===== src/rtl/mux_seq_ctrl.sv =====
// mux_seq_ctrl: N-phase one-hot sequencer for the BSCAC segment-select muxes.
// Inputs:  clk, rst_n, start, cont, dwell_cfg, rounds_cfg, en, abort
// Outputs: ctrl_flags (one-hot select), phase_idx, flag_valid, busy,
//          last_phase, done (one-cycle completion pulse)
module mux_seq_ctrl #(
  parameter  int N_PHASE = 3,
  parameter  int DWELL_W = 4,
  parameter  int ROUND_W = 8,
  localparam int PIDX_W  = $clog2(N_PHASE)
) (
  input  logic               clk,
  input  logic               rst_n,
  input  logic               start,
  input  logic               cont,
  input  logic [DWELL_W-1:0] dwell_cfg,
  input  logic [ROUND_W-1:0] rounds_cfg,
  input  logic               en,
  input  logic               abort,
  output logic [N_PHASE-1:0] ctrl_flags,
  output logic [PIDX_W-1:0]  phase_idx,
  output logic               flag_valid,
  output logic               busy,
  output logic               last_phase,
  output logic               done
);

  typedef enum logic {IDLE, RUN} state_t;

  localparam logic [N_PHASE-1:0] FLAGS_INIT = N_PHASE'(1);
  localparam logic [PIDX_W-1:0]  IDX_LAST   = PIDX_W'(N_PHASE - 1);
  localparam logic [PIDX_W-1:0]  IDX_PRE    = PIDX_W'(N_PHASE - 2);

  state_t             state;
  logic [DWELL_W-1:0] dwell_q;
  logic [ROUND_W-1:0] rounds_q;
  logic               cont_q;
  logic [DWELL_W-1:0] dcnt;
  logic [ROUND_W-1:0] rcnt;

  logic dwell_end;
  logic at_last_idx;
  logic enter_last;

  always_comb begin
    dwell_end   = (dcnt == dwell_q);
    at_last_idx = (phase_idx == IDX_LAST);
    // last_phase is registered, so it is set on the advance into phase
    // N_PHASE-1 of the final round (round counter only moves on wrap).
    enter_last  = !cont_q && (phase_idx == IDX_PRE) && (rcnt == rounds_q);
  end

  always_ff @(posedge clk or negedge rst_n) begin
    if (!rst_n) begin
      state      <= IDLE;
      dwell_q    <= '0;
      rounds_q   <= '0;
      cont_q     <= 1'b0;
      dcnt       <= '0;
      rcnt       <= '0;
      ctrl_flags <= FLAGS_INIT;
      phase_idx  <= '0;
      flag_valid <= 1'b0;
      busy       <= 1'b0;
      last_phase <= 1'b0;
      done       <= 1'b0;
    end else begin
      done <= 1'b0;
      case (state)
        IDLE: begin
          if (start && !abort) begin
            state      <= RUN;
            dwell_q    <= dwell_cfg;
            rounds_q   <= rounds_cfg;
            cont_q     <= cont;
            dcnt       <= '0;
            rcnt       <= '0;
            ctrl_flags <= FLAGS_INIT;
            phase_idx  <= '0;
            flag_valid <= 1'b1;
            busy       <= 1'b1;
            last_phase <= 1'b0;
          end
        end
        RUN: begin
          if (abort) begin
            state      <= IDLE;
            ctrl_flags <= FLAGS_INIT;
            phase_idx  <= '0;
            flag_valid <= 1'b0;
            busy       <= 1'b0;
            last_phase <= 1'b0;
          end else if (en) begin
            if (!dwell_end) begin
              dcnt <= dcnt + DWELL_W'(1);
            end else begin
              dcnt <= '0;
              // last_phase already encodes "final phase of final round".
              if (last_phase) begin
                state      <= IDLE;
                ctrl_flags <= FLAGS_INIT;
                phase_idx  <= '0;
                flag_valid <= 1'b0;
                busy       <= 1'b0;
                last_phase <= 1'b0;
                done       <= 1'b1;
              end else begin
                ctrl_flags <= {ctrl_flags[N_PHASE-2:0], ctrl_flags[N_PHASE-1]};
                if (at_last_idx) begin
                  phase_idx <= '0;
                  rcnt      <= rcnt + ROUND_W'(1);
                end else begin
                  phase_idx <= phase_idx + PIDX_W'(1);
                end
                last_phase <= enter_last;
              end
            end
          end
        end
        default: state <= IDLE;
      endcase
    end
  end

endmodule

===== config.mk =====
export PLATFORM = sky130hd
export DESIGN_NAME = mux_seq_ctrl
export DESIGN_NICKNAME = d
export VERILOG_FILES = /design/src/rtl/mux_seq_ctrl.sv
export SDC_FILE = /design/constraint.sdc
export NUM_CORES = 1
export LEC_CHECK = 0
export ABC_CLOCK_PERIOD_IN_PS = 2400
export BUFFER_PORTS_ARGS = -buffer_cell sky130_fd_sc_hd__buf_2
export CORE_ASPECT_RATIO = 1.5
export CORE_MARGIN = 8
export CORE_UTILIZATION = 55
export DETAILED_ROUTE_END_ITERATION = 7
export PLACE_DENSITY = 0.88
export SYNTH_ARGS = -nofsm -noshare
export SYNTH_HDL_FRONTEND = slang
export SYNTH_SLANG_ARGS = --single-unit

===== constraint.sdc =====
create_clock -name clk -period 2.4 [get_ports clk]
set_clock_uncertainty 0.1 [all_clocks]
set_input_delay 0.12 -clock clk [delete_from_list [all_inputs] [get_ports clk]]
set_output_delay 0.12 -clock clk [all_outputs]
set_load 0.02 [all_outputs]

[After elaboration in Yosys (flattened, before gate mapping)]
Cells that the tools add are included.
Word-level totals
  logic and storage cells: 86
  bits in registers: 34
  output and inout port bits: 9
  input bits: 18
Cells by class
  eq/ne operators: 13
  $add $sub $neg: 3
  reductions and logical operators: 10
  bitwise logic cells: 1
  mux-type cells: 48
Operators by type and width (number)
  2-to-1 mux 8 bit: 6
  2-to-1 mux 1 bit: 20
  2-to-1 mux 4 bit: 4
  case mux 8 bit (2 select lines): 1
  2-to-1 mux 3 bit: 5
  2-to-1 mux 2 bit: 6
  adder 8 x 1 -> 8 bit (second input constant): 1
  equality test 8 bit: 1
  != test 2 bit (second input constant): 4
  case mux 4 bit (2 select lines): 1
  != test 3 bit (second input constant): 2
  case mux 1 bit (2 select lines): 3
  case mux 3 bit (2 select lines): 1
  AND reduction 3 bit: 2
  AND reduction 6 bit: 1
  adder 4 x 1 -> 4 bit (second input constant): 1
  equality test 4 bit: 1
  != test 2 x 1 -> 1 bit (second input constant): 2
  case mux 2 bit (2 select lines): 1
  AND reduction 4 bit: 1
  logical AND 1 bit: 3
  != test 3 x 2 -> 1 bit (second input constant): 1
  adder 2 x 1 -> 2 bit (second input constant): 1
  equality test 2 x 1 -> 1 bit (second input constant): 1
  other kinds (4): 5

[Logic depth before layout (Yosys ltp)]
  word-level depth: 8
  mapped depth: 6

[Worst setup path before layout]
OpenSTA, ideal clock, no wires.
  path kind: reg-to-reg
  from: reg dcnt[1]
  to: reg rcnt[2]
  arrival time: 1.520 ns
  stages on the path, launching flop included: 6
  period minus slack after synthesis: 1.707 ns
  slack: 0.693 ns
  cell sequence: dfrtp_1 > xor2_1 > o41a_1 > or2_1 > buf_6 > o211ai_1
Between the ends
  longest elaborated chain between the ends: 3
RTL lines
  start, declared: line 37  | logic [DWELL_W-1:0] dcnt;
  start signal, assigned: line 94  | dcnt <= dcnt + DWELL_W'(1);
  equality test 4 bit: line 45  | dwell_end = (dcnt == dwell_q);
  != test 2 x 1 -> 1 bit (no line)
  AND reduction 6 bit (no line)
  end signal, assigned: line 110  | rcnt <= rcnt + ROUND_W'(1);
  end, declared: line 38  | logic [ROUND_W-1:0] rcnt;
Every way passes these cells.
A chain may end at the register's enable or synchronous reset.

[Final worst setup path]
  from: reg state
  to: reg rcnt[2]
Between the ends
  longest elaborated chain between the ends: 3
  elaborated cells between the ends (all ways): 9
RTL lines
  start, declared: line 33  | state_t state;
  start signal, assigned: line 54  | state <= IDLE;
  start signal, assigned: line 71  | state <= RUN;
  start signal, assigned: line 86  | state <= IDLE;
  inverter 1 bit (no line)
  != test 2 bit (no line)
  AND reduction 6 bit (no line)
Several ways; a longest one is shown, not always the timed one.

==> results.cfg <==
[routing]
wire_per_inst_microns = 17.4
wl_microns = 4230
routed_via_density = 6.01
drc = 0
drtPass1Iterations = 5
via_count = 1460
ant_nets = 0
drtIter0Drc = 71

[power_and_ir_drop]
swShare_pct = 33.5
power.leakage_uw = 0.000943
combPwrFrac_pct = 26.4
intPower_uw = 1160
p_sw_uw = 583
pwr-share-seq_pct = 48.8
p_clk_share_pct = 24.8
irDropWorstVdd_v = 0.000712
total_power_uw = 1740
pwr_density_cell_nw_per_um2 = 811

[yosys]
synth_ff_type = dfrtp_1
async_flop_share_pct = 100
syn_inst = 160
synth_edf_count = 0
yosysSeqAreaShare_pct = 48.3
synth_common_cells = dfrtp_1 (33), mux2_2 (16), nand2_1 (12)
syn-num-nets = 180
yosysUniqueCellTypes = 34
synth_area_leaders = dfrtp_1 (47%), mux2_2 (10%), xnor2_1 (3.5%)
synth_top_cell_area_share_pct = 46.8
yosys_register_bits = 34
yosys.area.top_type = dfrtp_1
yosysWarnings = 0
syn_area_per_cell_sq_um = 11.0
mappedNetlistArea_sq_um = 1760
yosysMostFrequentCell = dfrtp_1

[final_layout]
num-fill-cells = 217
drive_gt1_share_pct = 28.6
area_growth_pct = 21.9
antenna_cells = 0
utilization_pct = 69.4
seqCellArea_sq_um = 852
finalNetCount = 222
multiInputGateArea_sq_um = 843
instances_no_fill = 243

[critical_path]
path_buf_inv = 0
arrival_ns = 2.19
r2r_cells = 4
worstSetupPathType = reg -> reg
rrSetupSlack_ns = 0.31
slowest_delay_ns = 0.65
crit_slowest_cell = dfrtp_1
startpoint_type = flop
crit_chain = nor3b_4, a41oi_2, or2_1, o211ai_1
r2r_start = state
crit_required_ns = 2.50
r2r_end = rcnt[2]
cpLargestDelayFamily = simple AND/OR/NAND/NOR gates
path_max_fanout = 13
crit_path_end_kind = flop

[die]
dieHeight_microns = 85.3
floorplan.initialDensity_pct = 56.9
fp.dieW_microns = 62.2
die_area_sq_um = 5310
io_pins = 27
coreArea_sq_um = 3100
rows = 25

[timing]
slew_viol_final = 0
rsz0062_at_grt = false
tns_ns = 0
finalCritPeriodShare_pct = 87.2
hold_viol = 0
tightestPinTransition_ns = 0.742
min_period_ns = 2.09
max_slew_margin_pct = 50.5
finalSetupViolations = 0
setup_slack_ns = 0.307
fmax_mhz = 478

[global_route]
antenna_found_initial = 0
grt_max_degree = 35
grt_usage_pct = 16.5
grt_pass1_wl_microns = 7040
grt.overflow.total = 0
grt_pass1_vias = 1561

[clocking]
cts_tree = done
clk_pin_slew_ns = 0.07
cts_sinks = 34
clk_path_buf_depth = 2
cts_resized = 0
numCtsBuffers = 5
root_buffer = clkbuf_8
htree_levels = 2
clkLatencyLatePin_ns = 0.29

[worst_hold_path]
worstHoldPathType = in -> reg
min_to = busy
holdPathStages = 3
hp-start = start

[job]
drv_cap = 0

[place]
dpl.hpwl_microns = 2880
pre_cts_ws_ns = 0.386
place_inst = 221
port_buffers = 26
gp_congestion = 0.806

[status]
status = finished clean
-- registers in the layout, indices dropped and copies added, names as in the netlist --
register	count
rcnt	8
dcnt	4
last_phase	1
ctrl_flags	3
busy	1
rounds_q	8
done	1
cont_q	1
phase_idx	2
dwell_q	4
state	1
-- through the flow --
step | cell area [sq um] | hold WS, ns
after detailed placement | 1920 | 0.127
after CTS | 2150 | 0.0494
after global routing | 2150 | 0.0934
after floorplan | 1760 | -0.276
final | 2150 | 0.0603
after global placement | 1920 | 0.106
-- worst max-delay path by stage --
stage / from / endpoint / slack [ns] / cells past startpoint
3_5_place_dp: dcnt[0] / rcnt[2] / 0.39 / 4
4_1_cts: dcnt[0] / rcnt[2] / 0.36 / 4
5_1_grt: state / rcnt[6] / 0.24 / 4
3_3_place_gp: dcnt[0] / rcnt[3] / 0.48 / 4
6_report: state / rcnt[2] / 0.31 / 4
2_1_floorplan: dcnt[1] / rcnt[2] / 0.69 / 5
-- timing repair --
item | 4_1_cts | 5_1_grt
endpoints found under the setup margin | 0 | 0
hold endpoints to repair | 46 | 0
hold buffers | 14 | 0
buffers inserted | 0 | 0
-- cell families after synthesis --
kind of cell	share of synthesized area, %
multiplexers	12.5
adder cells (fa/ha/maj)	1.42
flip-flops	48.3
XOR/XNOR	5.96
buffers and inverters	3.83
AO/OA/AOI/OAI	11.4
AND/OR/NAND/NOR	16.6
-- worst reg2reg max path, stage by stage (launching register included) --
cell and delay (ns):
dfrtp_1 0.65, nor3b_4 0.35, a41oi_2 0.27, or2_1 0.41
o211ai_1 0.23
-- final cells by class --
class	instances	area share, %
clock buffer	7	4.02
clock inverter	1	0.233
inverter	7	1.22
multi-input combinational	112	39.3
sequential	34	39.7
tap	40	2.33
timing repair buffer	42	13.3
-- power by group through the flow --
stage,Sequential (uW),Combinational [uW],Clock [uW]
floorplan,828,316,0
global placement,844,399,0
detailed placement,857,428,0
CTS,847,448,439
global route,870,504,458
finish,851,460,431
-- cells in the final DEF, fill, tap and decap left out, drive strengths merged, types with 5 or more instances in the layout --
| cell type | netlist | layout |
|---|---|---|
| dfrtp | 33 | 33 |
| o21ai | 12 | 12 |
| mux2 | 16 | 16 |
| inv | 7 | 7 |
| buf | 5 | 28 |
| nand3 | 11 | 11 |
| nand2 | 12 | 12 |
| clkbuf | 2 | 7 |
| xnor2 | 7 | 7 |
| or3 | 5 | 5 |
| dlygate4sd3 | 0 | 14 |
| o211ai | 6 | 6 |
| xor2 | 5 | 5 |
-- metal layers --
metal	vias up	GRT usage, %	share of wire (%)
met1	699	15.5	35
li1	657	-	-
met5	-	0	0
met2	78	28.7	51
met4	0	12.2	5.5
met3	26	6.06	8.3
Note: power is estimated with default switching activity, not from simulation.
